## config.mk

```make
export PLATFORM = sky130hd
export DESIGN_NAME = kbd_ctrl_flat
export DESIGN_NICKNAME = d
export VERILOG_FILES = /design/src/rtl/kbd_ctrl_if.sv /design/src/rtl/kbd_ctrl.sv /design/src/flat_wrapper.sv
export SDC_FILE = /design/constraint.sdc
export NUM_CORES = 1
export LEC_CHECK = 0
export CAP_MARGIN = 25
export CORE_MARGIN = 2
export CORE_UTILIZATION = 35
export CTS_BUF_LIST = sky130_fd_sc_hd__clkbuf_8
export CTS_CLUSTER_SIZE = 25
export DETAILED_ROUTE_END_ITERATION = 8
export HOLD_SLACK_MARGIN = 0.06
export PLACE_DENSITY = 0.58
export SLEW_MARGIN = 40
export SYNTH_ARGS = -nofsm -noshare
export SYNTH_HDL_FRONTEND = slang
export SYNTH_SLANG_ARGS = --single-unit
```

## constraint.sdc

```tcl
create_clock -name clock -period 2.7 [get_ports clock]
set_input_delay 0.27 -clock clock [delete_from_list [all_inputs] [get_ports clock]]
set_output_delay 0.27 -clock clock [all_outputs]
set_load 0.05 [all_outputs]
```

## src/rtl/kbd_ctrl_if.sv

```systemverilog
// CPU data-memory bus slice seen by the PS/2 keyboard controller.
// The master is the CPU/MMU side and the slave is kbd_ctrl.
interface kbd_ctrl_if;
  logic        sel;
  logic        re;
  logic        we;
  logic [31:0] addr;
  logic [31:0] din;
  logic [31:0] dout;

  modport master (output sel, re, we, addr, din, input dout);
  modport slave  (input sel, re, we, addr, din, output dout);
endinterface

```

## src/rtl/kbd_ctrl.sv

```systemverilog
// Memory-mapped PS/2 keyboard controller: frame receiver, scan-code FIFO, CPU register window.
// Optional KBD_BREAK_DECODE_EN folds 0xE0/0xF0 prefixes into ext/brk bits of the next code.
module kbd_ctrl #(
  parameter int unsigned FIFO_DEPTH     = 8,
  parameter int unsigned SYNC_STAGES    = 2,
  parameter int unsigned TIMEOUT_CYCLES = 20000
) (
  input  logic       clock,
  input  logic       reset,
  kbd_ctrl_if.slave  bus,
  input  logic       ps2_clk,
  input  logic       ps2_dat
);

  localparam int unsigned PTR_W = $clog2(FIFO_DEPTH);
  localparam int unsigned CNT_W = $clog2(FIFO_DEPTH + 1);
  localparam int unsigned WD_W  = $clog2(TIMEOUT_CYCLES + 1);

  typedef enum logic [1:0] {IDLE, DATA, PARITY, STOP} rx_state_e;

  rx_state_e state_q, state_d;

  logic [SYNC_STAGES-1:0] clk_sync_q, clk_sync_d;
  logic [SYNC_STAGES-1:0] dat_sync_q, dat_sync_d;
  logic                   clk_prev_q, clk_prev_d;
  logic [7:0]             shift_q, shift_d;
  logic [2:0]             bit_cnt_q, bit_cnt_d;
  logic                   par_q, par_d;
  logic [WD_W-1:0]        wd_q, wd_d;
  logic                   rx_en_q, rx_en_d;
  logic                   perr_q, perr_d;
  logic                   ferr_q, ferr_d;
  logic                   ovf_q, ovf_d;
  logic [PTR_W-1:0]       wr_ptr_q, wr_ptr_d;
  logic [PTR_W-1:0]       rd_ptr_q, rd_ptr_d;
  logic [CNT_W-1:0]       count_q, count_d;
  logic [9:0]             mem_q [FIFO_DEPTH];

  logic       fall, dat_s, timeout;
  logic       frame_good, perr_set, ferr_set;
  logic       push_req;
  logic [9:0] push_entry;
  logic       empty, full, pop, flush, wr_en, ovf_set;
  logic       status_wr, ctrl_wr;
  logic [9:0] head;
  logic       unused_bus_bits;

`ifdef KBD_BREAK_DECODE_EN
  logic brk_q, brk_d;
  logic ext_q, ext_d;
`endif

  // Synchronizers; reset to the idle-high line level so no edge appears on release.
  always_comb begin
    clk_sync_d = {clk_sync_q[SYNC_STAGES-2:0], ps2_clk};
    dat_sync_d = {dat_sync_q[SYNC_STAGES-2:0], ps2_dat};
    clk_prev_d = clk_sync_q[SYNC_STAGES-1];
    fall       = clk_prev_q & ~clk_sync_q[SYNC_STAGES-1];
    dat_s      = dat_sync_q[SYNC_STAGES-1];
    timeout    = (state_q != IDLE) && (wd_q == WD_W'(TIMEOUT_CYCLES));
  end

  always_ff @(posedge clock or negedge reset) begin
    if (!reset) state_q <= IDLE;
    else        state_q <= state_d;
  end

  always_comb begin
    state_d = state_q;
    if (!rx_en_q || timeout) begin
      state_d = IDLE;
    end else if (fall) begin
      case (state_q)
        IDLE:    if (!dat_s) state_d = DATA;
        DATA:    if (bit_cnt_q == 3'd7) state_d = PARITY;
        PARITY:  state_d = STOP;
        STOP:    state_d = IDLE;
        default: state_d = IDLE;
      endcase
    end
  end

  always_comb begin
    shift_d    = shift_q;
    bit_cnt_d  = bit_cnt_q;
    par_d      = par_q;
    frame_good = 1'b0;
    perr_set   = 1'b0;
    ferr_set   = timeout;
    wd_d       = (state_q == IDLE || fall || timeout) ? '0 : wd_q + 1'b1;
    if (rx_en_q && !timeout && fall) begin
      case (state_q)
        IDLE:   bit_cnt_d = 3'd0;
        DATA: begin
          shift_d   = {dat_s, shift_q[7:1]};
          bit_cnt_d = bit_cnt_q + 3'd1;
        end
        PARITY: par_d = dat_s;
        STOP: begin
          frame_good = dat_s & (^{par_q, shift_q});
          perr_set   = ~(^{par_q, shift_q});
          ferr_set   = ~dat_s;
        end
        default: ;
      endcase
    end
  end

  always_comb begin
    status_wr = bus.sel & bus.we & (bus.addr[3:2] == 2'd1);
    ctrl_wr   = bus.sel & bus.we & (bus.addr[3:2] == 2'd2);
    flush     = ctrl_wr & bus.din[1];
    empty     = (count_q == '0);
    full      = (count_q == CNT_W'(FIFO_DEPTH));
    pop       = bus.sel & bus.re & (bus.addr[3:2] == 2'd0) & ~empty;
  end

`ifdef KBD_BREAK_DECODE_EN
  // Prefix bytes only arm the latches; the following code carries them and clears them.
  always_comb begin
    brk_d      = brk_q;
    ext_d      = ext_q;
    push_req   = 1'b0;
    push_entry = {ext_q, brk_q, shift_q};
    if (frame_good) begin
      if (shift_q == 8'hF0)      brk_d = 1'b1;
      else if (shift_q == 8'hE0) ext_d = 1'b1;
      else begin
        push_req = 1'b1;
        brk_d    = 1'b0;
        ext_d    = 1'b0;
      end
    end
    if (flush) begin
      brk_d = 1'b0;
      ext_d = 1'b0;
    end
  end
`else
  always_comb begin
    push_req   = frame_good;
    push_entry = {2'b00, shift_q};
  end
`endif

  // A push into a full FIFO survives only if a pop frees the slot in the same cycle.
  always_comb begin
    wr_en    = push_req & (~full | pop) & ~flush;
    ovf_set  = push_req & full & ~pop & ~flush;
    wr_ptr_d = wr_ptr_q;
    rd_ptr_d = rd_ptr_q;
    count_d  = count_q;
    if (flush) begin
      wr_ptr_d = '0;
      rd_ptr_d = '0;
      count_d  = '0;
    end else begin
      if (wr_en) wr_ptr_d = wr_ptr_q + 1'b1;
      if (pop)   rd_ptr_d = rd_ptr_q + 1'b1;
      if (wr_en && !pop)      count_d = count_q + 1'b1;
      else if (!wr_en && pop) count_d = count_q - 1'b1;
    end
    perr_d  = (perr_q & ~(status_wr & bus.din[1])) | perr_set;
    ferr_d  = (ferr_q & ~(status_wr & bus.din[2])) | ferr_set;
    ovf_d   = (ovf_q  & ~(status_wr & bus.din[3])) | ovf_set;
    rx_en_d = ctrl_wr ? bus.din[0] : rx_en_q;
  end

  always_ff @(posedge clock or negedge reset) begin
    if (!reset) begin
      clk_sync_q <= '1;
      dat_sync_q <= '1;
      clk_prev_q <= 1'b1;
      shift_q    <= '0;
      bit_cnt_q  <= '0;
      par_q      <= 1'b0;
      wd_q       <= '0;
      rx_en_q    <= 1'b1;
      perr_q     <= 1'b0;
      ferr_q     <= 1'b0;
      ovf_q      <= 1'b0;
      wr_ptr_q   <= '0;
      rd_ptr_q   <= '0;
      count_q    <= '0;
`ifdef KBD_BREAK_DECODE_EN
      brk_q      <= 1'b0;
      ext_q      <= 1'b0;
`endif
    end else begin
      clk_sync_q <= clk_sync_d;
      dat_sync_q <= dat_sync_d;
      clk_prev_q <= clk_prev_d;
      shift_q    <= shift_d;
      bit_cnt_q  <= bit_cnt_d;
      par_q      <= par_d;
      wd_q       <= wd_d;
      rx_en_q    <= rx_en_d;
      perr_q     <= perr_d;
      ferr_q     <= ferr_d;
      ovf_q      <= ovf_d;
      wr_ptr_q   <= wr_ptr_d;
      rd_ptr_q   <= rd_ptr_d;
      count_q    <= count_d;
`ifdef KBD_BREAK_DECODE_EN
      brk_q      <= brk_d;
      ext_q      <= ext_d;
`endif
    end
  end

  always_ff @(posedge clock) begin
    if (wr_en) mem_q[wr_ptr_q] <= push_entry;
  end

  always_comb begin
    head            = mem_q[rd_ptr_q];
    unused_bus_bits = ^{bus.addr[31:4], bus.addr[1:0], bus.din[31:4]};
    case (bus.addr[3:2])
      2'd0:    bus.dout = empty ? '0 : {1'b1, 21'b0, head};
      2'd1:    bus.dout = {16'b0, 8'(count_q), 4'b0, ovf_q, ferr_q, perr_q, empty};
      2'd2:    bus.dout = {31'b0, rx_en_q};
      default: bus.dout = '0;
    endcase
  end

endmodule

```

## src/flat_wrapper.sv

```systemverilog
// flat-port wrapper written by rule: the top's interface ports become plain ports
module kbd_ctrl_flat 
#(
  parameter int unsigned FIFO_DEPTH     = 8,
  parameter int unsigned SYNC_STAGES    = 2,
  parameter int unsigned TIMEOUT_CYCLES = 20000
)
  (clock, reset, ps2_clk, ps2_dat, bus_sel, bus_re, bus_we, bus_addr, bus_din, bus_dout);
  kbd_ctrl_if bus_i ();
  input  logic clock;
  input  logic reset;
  input  logic ps2_clk;
  input  logic ps2_dat;
  input wire logic [$bits(bus_i.sel)-1:0] bus_sel;
  input wire logic [$bits(bus_i.re)-1:0] bus_re;
  input wire logic [$bits(bus_i.we)-1:0] bus_we;
  input wire logic [$bits(bus_i.addr)-1:0] bus_addr;
  input wire logic [$bits(bus_i.din)-1:0] bus_din;
  output wire logic [$bits(bus_i.dout)-1:0] bus_dout;
  assign bus_i.sel = bus_sel;
  assign bus_i.re = bus_re;
  assign bus_i.we = bus_we;
  assign bus_i.addr = bus_addr;
  assign bus_i.din = bus_din;
  assign bus_dout = bus_i.dout;
  kbd_ctrl #(.FIFO_DEPTH(FIFO_DEPTH), .SYNC_STAGES(SYNC_STAGES), .TIMEOUT_CYCLES(TIMEOUT_CYCLES)) u_core (.clock(clock), .reset(reset), .bus(bus_i), .ps2_clk(ps2_clk), .ps2_dat(ps2_dat));
endmodule
```

Yosys cells after proc, flatten, opt, wreduce, memory -nomap -nowiden
Memories as Yosys holds them, arrays and structs flattened.
Cells that the tools add are included.

storage, ports and cells
  input port bits = 71
  memory bits (writable) = 64
  logic and storage cells = 116
  ROM bits = 0
  latch bits = 0
  register bits = 48
  output and inout bits = 32
  memories = 1

memory list
  name          words  bits a word  read ports  clocked after Yosys merged registers in  write ports  RTL line        RTL
  u_core.mem_q  8      8            1           0                                        1            kbd_ctrl.sv:37  logic [9:0] mem_q [FIFO_DEPTH];

operators by class
  divide/modulo/power cells = 0
  shift operators = 0
  reduce and logical (&&, ||, !) cells = 26
  bitwise operators = 34
  order comparisons = 0
  eq/ne operators = 10
  $add $sub $neg = 6
  multiply operators = 0
  mux-type cells = 24

operator list
  operator                                        number
  case mux 32 bit (3 select lines)                1
  two-way mux 32 bit                              1
  bitwise AND 1 bit                               20
  adder 15 x 1 -> 15 bit (second input constant)  1
  == test 15 bit (second input constant)          1
  two-way mux 15 bit                              1
  two-way mux 3 bit                               4
  two-way mux 4 bit                               3
  NOT 1 bit                                       10
  nonzero test 2 bit                              5
  adder 3 x 1 -> 3 bit (second input constant)    3
  parity 9 bit                                    1
  two-way mux 1 bit                               8
  two-way mux 2 bit                               4
  case mux 2 bit (4 select lines)                 1
  == test 2 bit (second input constant)           3
  case mux 3 bit (2 select lines)                 1
  AND reduction 2 bit                             3
  logical AND 1 bit                               5
  adder 4 x 1 -> 4 bit (second input constant)    1
  == test 2 x 1 -> 1 bit (second input constant)  2
  == test 4 bit (second input constant)           1
  zero test 1 bit                                 4
  zero test 2 bit                                 2
  9 further kinds                                 14

Longest topological paths before layout
  depth after elaboration = 13
  depth in mapped cells = 15
  depth with buffers taken out = 15

Least setup slack after synthesis
Ideal clock, no wire load.

  kind = register to register
  start point = register u_core.shift_q[2]
  end point = register u_core.count_q[3]
  slack = -292 ps
  data required time = 2622 ps
  setup time = 78 ps
  arrival time = 2914 ps
  period minus slack after synthesis = 2992 ps
  cell stages (with the launch flop) = 14
  path buffers = 0
  cell sequence = dfrtp_1 > xnor2_1 > xnor3_2 > xnor2_4 > nand4_4 > inv_1 > ha_1 > inv_1 > ha_1 > a21o_1 > a21oi_1 > xnor2_1 > or3_1 > a21oi_1

on the way
  cells in the longest elaborated chain, start to end = 9
  elaborated cells between the ends (all ways) = 12
  those cells by class = 4 x mux; 3 x bitwise; 5 x reduce/logical

ends and longest elaborated chain
  what                                                     RTL line                          RTL
  start: declaration                                       kbd_ctrl.sv:26                    logic [7:0] shift_q, shift_d;
  start signal: assignment                                 kbd_ctrl.sv:193                   shift_q <= shift_d;
  parity 9 bit *                                           kbd_ctrl.sv:100                   frame_good = dat_s & (^{par_q, shift_q});
  bitwise AND 1 bit *                                      kbd_ctrl.sv:100
  two-way mux 1 bit *                                      kbd_ctrl.sv:92                    case (state_q)
  two-way mux 1 bit *                                      kbd_ctrl.sv:91                    if (rx_en_q && !timeout && fall) begin
  bitwise AND 1 bit * (2 in series)                        kbd_ctrl.sv:148                   wr_en = push_req & (~full | pop) & ~flush;
  logical AND 1 bit or zero test 1 bit (tied branches)     kbd_ctrl.sv:160, kbd_ctrl.sv:161
  two-way mux 4 bit or logical AND 1 bit (tied branches)   kbd_ctrl.sv:160, kbd_ctrl.sv:161
  two-way mux 4 bit or nonzero test 3 bit (tied branches)  --
  end signal: assignment                                   kbd_ctrl.sv:203                   count_q <= count_d;
  end: declaration                                         kbd_ctrl.sv:36                    logic [CNT_W-1:0] count_q, count_d;

Every way passes the cells marked *; elsewhere a longest branch is shown, timed or not.
A chain may end at the register's enable or synchronous reset.

Worst setup path in the final report
  start point = register u_core.shift_q[4]
  end point = register u_core.count_q[3]

The elaborated chain is that of the path after synthesis.

==> out/metrics.yaml <==
die_h_microns: 125
cp_data_arrival_time_ns: 3.15
diodes: 0
yosysWarnings: 0
cts.sinks: 112
drt_wl_total_microns: 9890
status: "finished, violations left"
ys.flop_type: "edfxtp_1"
routed_via_density: 4.77
synth_edf_count: 64
dr.pass1.iters: 4
place_area_sq_mm: 0.00583
grt-ovfl-total: 0
ios: 103
maxSlewViolCount: 0
rsz0062_at_grt: "true"
crit_chain: "xnor2_2, xnor3_2, xnor2_4, nand4_4, inv_2, ha_4, inv_2, ha_4, a21o_1, a21oi_2, xnor2_1, or3_1, a21oi_1"
synth_top_area_cell: "edfxtp_1"
path_class: "reg -> reg"
r2r-start: "u_core.shift_q[4]"
holdPathEnd: "u_core.clk_sync_q[0]"
cts_tree: "done"
setup_ws_ns: -0.136
min_path_type: "in -> reg"
relSlewSlack: 0.649
finalCriticalPeriod_ns: 2.84
netlist_instances: 372
gp_congestion: 0.791
whs_path_depth: 1
reg2reg_slack_ns: -0.14
ys_seq_area_frac: 0.606
antenna_found_initial: 0
drc_errors: 0
synth.area.top_cells: "edfxtp_1 37%, dfrtp_1 20%, mux4_2 7.0%"
power.density_mw_per_mm2: 688
fmax_ghz: 0.353
path_clk_slew_ns: 0.11
num_vias: 2993
core_sq_mm: 0.0145
dieWidth_microns: 125
cp_top_family: "XOR/XNOR gates"
clk_latency_ns: 0.40
cp_max_fo: 2
place_hpwl_microns: 7060
rr_endpoint: "u_core.count_q[3]"
grt_pass1_vias: 3063
finClkSkew_ns: 0.0160
crit_buf_inv: 2
finalHoldViolations: 0
startpoint_type: "flip-flop"
setup_viol: 1
synth_cell_type_count: 49
vdd_drop_max_mv: 0.259
fp-row-count: 44
post_cts_buffers: 0
syn_to_final_growth_pct: 17.7
wire_per_inst_microns: 15.8
grt_use_met2: 0.216
io_buffers: 25
dieArea_sq_mm: 0.0157
cts_buffers: 9
required_ns: 3.01
htreeDepth: 3
synth_most_common_cell: "edfxtp_1"
violations: "setup timing"
reg2reg_depth: 13
p_leak_nw: 2.36
cts-root-buf: "clkbuf_8"
hold_start: "ps2_clk"
grt_max_degree: 32
cpMaxStageDelayCell: "xnor3_2"
ys_top_cells_by_count: "64 x edfxtp_1, 42 x dfrtp_1, 39 x nor2_1"
period_share: 1.05
layout-drive-gt1-share: 0.282
maxCapViolCount: 0
synth_top_area_frac: 0.372
max_stage_delay_ns: 0.49
async_reset_ff_frac: 0.429
drt_iter0_markers: 166
postRouteAntennaNets: 0
grt_pass1_wl_microns: 15800
worst_setup_path_end_kind: "flip-flop"
use_met3: 0.0338
cts_max_path_buffers: 2
initial_core_util: 0.357
syn_area_sq_mm: 0.00516
avgSynthCellArea_sq_um: 13.9
worst_pin_slew_ns: 0.526
pre_cts_ws_ns: -0.122
ys_ff_latch: 112
busiest_layer: "met2"
final_nets: 524
final_area_sq_mm: 0.00608
grt_use_total: 0.131
grtUsageMet1: 0.174
-- timing repair --
action                                  in CTS  in global routing
resized for setup                            0                  2
hold buffers                                 1                  0
pin swaps                                    1                  0
hold endpoints to repair                    13                  0
endpoints found under the setup margin       1                  7
-- stage by stage --
step	total power, mW	setup TNS, ns	cells	hold WS [ns]	utilization
6_report	4.18	-0.136	627	0.283	0.420
5_1_grt	4.40	-0.275	627	0.258	0.420
4_1_cts	4.25	-0.140	627	0.250	0.419
3_5_place_dp	3.12	-0.122	610	0.228	0.403
3_3_place_gp	3.10	-0.0514	610	0.215	0.403
2_1_floorplan	2.79	-0.0805	390	-0.0256	-
-- registers in the layout, summed over array words and instances (netlist names), 2 cells and up --
register / count
u_core.count_q: 4
u_core.clk_sync_q: 2
u_core.wd_q: 15
u_core.mem_q: 64
u_core.state_q: 2
u_core.wr_ptr_q: 3
u_core.shift_q: 8
u_core.dat_sync_q: 2
u_core.bit_cnt_q: 3
u_core.rd_ptr_q: 3
-- placed cells by master (no fill, tap or decap), types with 5 or more instances in the layout --
cell | netlist | layout
nor4_1 | 5 | 5
o21ai_0 | 5 | 5
edfxtp_1 | 64 | 64
xnor2_1 | 9 | 8
nand3_1 | 9 | 9
a21oi_1 | 6 | 5
mux4_2 | 16 | 16
and2_1 | 7 | 7
dfstp_2 | 6 | 6
inv_1 | 14 | 12
mux2_2 | 14 | 14
clkbuf_8 | 0 | 9
clkdlybuf4s50_1 | 0 | 11
ha_1 | 14 | 12
nand4_1 | 5 | 5
mux2i_1 | 8 | 8
buf_4 | 19 | 56
dfrtp_1 | 42 | 39
nand2_1 | 21 | 21
conb_1 | 1 | 19
xor2_1 | 13 | 13
nor3_1 | 9 | 9
nor2_1 | 39 | 39
-- report_power, final --
part           leakage (nW)  total [mW]  switching (mW)  internal (mW)
sequential             1.20        2.00           0.120           1.88
combinational          1.04        1.07           0.594          0.476
clock                 0.115        1.11           0.640          0.467
total                  2.36        4.18            1.35           2.83
-- cell type report --
type	instances	area, sq um
fillers	1325	8400
flip-flops and latches	112	3130
multi-input cells	232	1890
repair buffers	69	546
well taps	184	230
clock buffers	9	124
clock inverters	7	105
inverters	14	52.6
-- logic make-up after synthesis --
| kind of cell | synth area share |
|---|---|
| adders and majority gates | 0.0378 |
| xor gates and xnor gates | 0.0504 |
| DFF | 0.606 |
| muxes | 0.118 |
| and+or+nand+nor | 0.114 |
| other | 0.000726 |
| buffers and inverters | 0.0485 |
| AOI/OAI and AO/OA | 0.0245 |
-- per-layer routing --
metal	share of wire	routed length (microns)
met1	0.46	4570
met2	0.50	4900
met3	0.036	353
met4	0.0067	66
met5	0	0
-- worst register-to-register path: stages, from the launching register on --
cell and delay (ns):
dfrtp_2 0.44, xnor2_2 0.16, xnor3_2 0.49, xnor2_4 0.21, nand4_4 0.12, inv_2 0.09, ha_4 0.13, inv_2 0.05
ha_4 0.20, a21o_1 0.16, a21oi_2 0.14, xnor2_1 0.11, or3_1 0.35, a21oi_1 0.13
-- how the worst max path moves through the flow --
stage / to / depth (start not counted) / start / slack (ns)
2_1_floorplan: u_core.count_q[3] / 13 / u_core.shift_q[7] / -0.08
3_3_place_gp: u_core.count_q[3] / 13 / u_core.shift_q[7] / -0.05
3_5_place_dp: u_core.count_q[3] / 13 / u_core.shift_q[7] / -0.12
4_1_cts: u_core.count_q[3] / 13 / u_core.shift_q[4] / -0.14
5_1_grt: u_core.count_q[3] / 13 / u_core.shift_q[4] / -0.27
6_report: u_core.count_q[3] / 13 / u_core.shift_q[4] / -0.14
(Power assumes the default switching activity.)
==> variant 1 (same flow settings) <==
`TIMEOUT_CYCLES` is set to 20000 in 2 places; all go to 40000.
--- a/src/rtl/kbd_ctrl.sv
+++ b/src/rtl/kbd_ctrl.sv
@@ -5,3 +5,3 @@
   parameter int unsigned SYNC_STAGES    = 2,
-  parameter int unsigned TIMEOUT_CYCLES = 20000
+  parameter int unsigned TIMEOUT_CYCLES = 40000
 ) (
--- a/src/flat_wrapper.sv
+++ b/src/flat_wrapper.sv
@@ -5,3 +5,3 @@
   parameter int unsigned SYNC_STAGES    = 2,
-  parameter int unsigned TIMEOUT_CYCLES = 20000
+  parameter int unsigned TIMEOUT_CYCLES = 40000
 )
Behaviour: no difference found for any inputs over 10 cycles, from zero or initial values and one cycle with reset low; that may be too few to reach the edited logic, so the function may still have changed.
==> variant 1 against the unedited design <==
Count of clock-buffer cells in the layout up 8. The flow still finishes with violations (setup timing). Largest power group unchanged. Routed wire length up 9.1%. Design area up 9.8%. Worst setup slack worse by 160 ps. Sequential cell count up 1. Highest routed layer unchanged. Critical path depth unchanged. Total power up 16%. Area after synthesis up 1.6%. Synthesized cell count up 3.5%.
==> variant 1: results <==
[outcome]
outcome = "finished with violations"
violations = "setup timing"

[placed_design]
gp_routability_congestion = 0.780
dpl.hpwl_mm = 7.52

[drt]
routed_wl_mm = 10.8
drt-initial-drc-count = 215

[logic_synthesis]
ys_top_cells_by_area = "edfxtp_1, dfrtp_1, mux4_2"
ys_async_sr_fraction_pct = 43.4
avgSynthCellArea_sq_um = 13.6
synth_commonest_cells = "edfxtp_1, dfrtp_1, nor2_1"
synthDistinctLibCells = 60

[global_routing]
grt_pass1_vias = 3469
grt_pass1_wl_mm = 17.9
grt.total_usage_pct = 14.7
grt.met3_usage_pct = 4.51
grtUsageMet1_pct = 18.3

[pwr]
switchingPower_mw = 1.52
power_leakage_nw = 2.69

[clock_network]
cts_made_buffers = 17
cts.clk_slew.worst_paths_ps = 70

[final_layout]
fillers = 1293
reg_top3 = "u_core.mem_q x64, u_core.wd_q x16, u_core.shift_q x8"
nNetsFinal = 570

[timing]
fin_ws_ps = -295
final.setup.tns_ps = -466
setup_violations = 3

[worst_setup_path]
max_stage_delay_ps = 480
cp.arrival_ps = 3360
[variant 1: cell types whose count changed after synthesis, sizes merged, moves of 4 or more]
cell	change
clkbuf	+6
nand2	+5
nor2	-6
nor3	-4
[variant 1: final timing paths]
| kind | from | endpoint | slack [ps] | depth (start not counted) |
|---|---|---|---|---|
| max | u_core.shift_q[2] | u_core.count_q[3] | -300 | 13 |
| min | ps2_clk | u_core.clk_sync_q[0] | 230 | 1 |
| max reg2reg | u_core.shift_q[2] | u_core.count_q[3] | -300 | 13 |
| min reg2reg | u_core.clk_sync_q[0] | u_core.clk_sync_q[1] | 360 | 0 |
| max in group asynchronous | reset | u_core.ovf_q | 1800 | 3 |
| min in group asynchronous | reset | u_core.wd_q[4] | 470 | 3 |
[variant 1: timing repair]
item,CTS,global route
buffers inserted,6,0
pin swaps,7,7
setup endpoints to repair,10,50
endpoints found under the hold margin,43,0
hold buffers,1,0
gates resized for setup,10,6
[variant 1: metal layers]
layer  vias to the layer above  share of wire, %
met3                        14               5.0
met5                         -                 0
met2                        84                49
met4                         0               1.6
li1                       1573                 -
met1                      1613                44
[variant 1: stage by stage]
stage               worst slack [ps]  cell area [sq um]
floorplan                       -488               5400
global placement                -407               6140
detailed placement              -455               6140
CTS                             -288               6660
global route                    -395               6670
finish                          -295               6670
[variant 1: layout make-up]
| cell class | instances | area (sq um) | share of cell area [%] |
|---|---|---|---|
| Inverter | 13 | 51.3 | 0.769 |
| Multi-Input combinational cell | 242 | 2050 | 30.7 |
| Clock inverter | 15 | 161 | 2.42 |
| Timing Repair Buffer | 97 | 788 | 11.8 |
| Tap cell | 184 | 230 | 3.45 |
| Sequential cell | 113 | 3160 | 47.3 |
| Clock buffer | 17 | 234 | 3.51 |
[variant 1: kinds of logic after synthesis]
family,Yosys count,share of synthesized area (%)
and+or+nand+nor,116,11.9
DFF,113,60.1
buffers and inverters,48,4.98
muxes,35,10.5
AOI/OAI and AO/OA,31,4.08
xor gates and xnor gates,26,4.60
adders and majority gates,15,3.72
other,1,0.0715
[variant 1: worst reg2reg max path: stages, from the launching register on]
cell and delay (ps):
dfrtp_1 390, xor2_1 160, xnor3_2 480, xnor2_2 170, or4_4 450, inv_4 70
ha_4 130, inv_2 50, ha_4 200, a21o_1 150, a21oi_2 130, xnor2_1 90
or3_1 310, a21oi_1 130
[variant 1: power groups by stage]
stage	Sequential [mW]	Clock, mW	Combinational (mW)
3_5_place_dp	2.08	0	1.23
3_3_place_gp	2.08	0	1.22
2_1_floorplan	1.99	0	0.900
6_report	2.05	1.56	1.26
4_1_cts	2.05	1.61	1.28
5_1_grt	2.07	1.70	1.37
==> variant 2 (same settings) <==
Without the edit above. Take the reset off `shift_q` and `wd_q` and load them in a clocked block of their own.
--- a/src/rtl/kbd_ctrl.sv
+++ b/src/rtl/kbd_ctrl.sv
@@ -173,6 +173,4 @@
       clk_prev_q <= 1'b1;
-      shift_q    <= '0;
       bit_cnt_q  <= '0;
       par_q      <= 1'b0;
-      wd_q       <= '0;
       rx_en_q    <= 1'b1;
@@ -192,6 +190,4 @@
       clk_prev_q <= clk_prev_d;
-      shift_q    <= shift_d;
       bit_cnt_q  <= bit_cnt_d;
       par_q      <= par_d;
-      wd_q       <= wd_d;
       rx_en_q    <= rx_en_d;
@@ -208,2 +204,7 @@
     end
+  end
+
+  always_ff @(posedge clock) begin
+    shift_q <= shift_d;
+    wd_q    <= wd_d;
   end
Behaviour: same outputs for any inputs over 10 cycles, from zero or initial values and one cycle with reset low; that may be too few to reach the edited logic, so the function may still have changed.
==> variant 2 against the unedited design <==
The flow still finishes with violations (setup timing). Count of clock-buffer cells in the layout is the same. Non-clock buffer count is 14 higher. Sequential cell count unchanged. Worst setup slack better by 0.76 ps. Total power fell by 4.3%. Hold slack worse by 31 ps. Design area grew 0.91%. First-iteration DRC count increased by 61%. Synthesized cell count shrank 2.4%. Critical path depth unchanged. Routed wire length fell by 4.7%. Area after synthesis decreased by 3.0%. Via count decreased by 0.77%.
==> variant 2: results <==
[global_routing]
grt_pass1_vias = 2948
grt.total_usage_pct = 13.5

[final_layout]
signal_buffers = 83
seq_share_pct = 50.5
area_growth_pct = 22.5
fillers = 1246
nNetsFinal = 531
buf_share_pct = 12.5
nMultiInputCombCells = 225
clkCellAreaFrac_pct = 2.90
drive_gt1_share_pct = 28.2
multi_input_area_sq_mm = 0.00182

[placed_design]
dpl.hpwl_mm = 6.62
postPlaceCellArea_sq_mm = 0.00591
dp_cells = 614
place_ws_ps = -151

[drt]
vias = 2970
wl_per_cell_microns = 15.0
drt-initial-drc-count = 268
routed_wl_mm = 9.43

[timing]
final.setup.tns_ps = -135
finalClockSkew_ps = 12.3
timing.hold.ws_ps = 251
fin_ws_ps = -135
max-slew-margin-rel_pct = 65.8
setup_violations = 1

[logic_synthesis]
synthDistinctLibCells = 48
ys_top_cells_by_area = "edfxtp_1, dfrtp_1, mux4_2"
avgSynthCellArea_sq_um = 13.8
syn_area_sq_mm = 0.00501
ys_seq_area_share_pct = 61.8
synth_edf_count = 72

[worst_setup_path]
rr_startpoint = "u_core.shift_q[4]"

[clock_network]
cts_buffer_depth = 2
ctsResizeCount = 2

[pwr]
irDropWorstVdd_mv = 0.260

[outcome]
violations = "setup timing"
outcome = "finished with violations"

[hold_path]
hold_path_class = "in2async"
variant 2: critical path, cell delays in order (launching register included):
cell	delay [ps]
edfxtp_1	410
xnor2_1	170
xnor3_1	450
xnor2_2	250
nand4_4	120
inv_2	100
ha_4	140
inv_2	50
ha_4	200
a21o_1	160
a21oi_2	120
xnor2_1	110
or3_1	350
a21oi_1	130
variant 2: kinds of logic after synthesis:
group / share of synthesized area, %
adder cells (fa/ha/maj): 3.90
buffers and inverters: 4.85
AND/OR/NAND/NOR: 11.4
XOR/XNOR: 4.80
AO/OA/AOI/OAI: 3.07
other: 0.0749
multiplexers: 10.1
flip-flops: 61.8
variant 2: power breakdown:
part	internal, mW	switching [mW]	total [mW]
Combinational	0.542	0.555	1.10
Clock	0.345	0.578	0.923
Sequential	1.88	0.106	1.98
variant 2: routing by layer:
layer,vias to the layer above,wire length (microns),track usage (%)
met5,-,0,0
met4,0,150,5.04
met3,12,444,3.25
met2,66,4680,22.6
met1,1453,4150,17.1
li1,1439,-,-
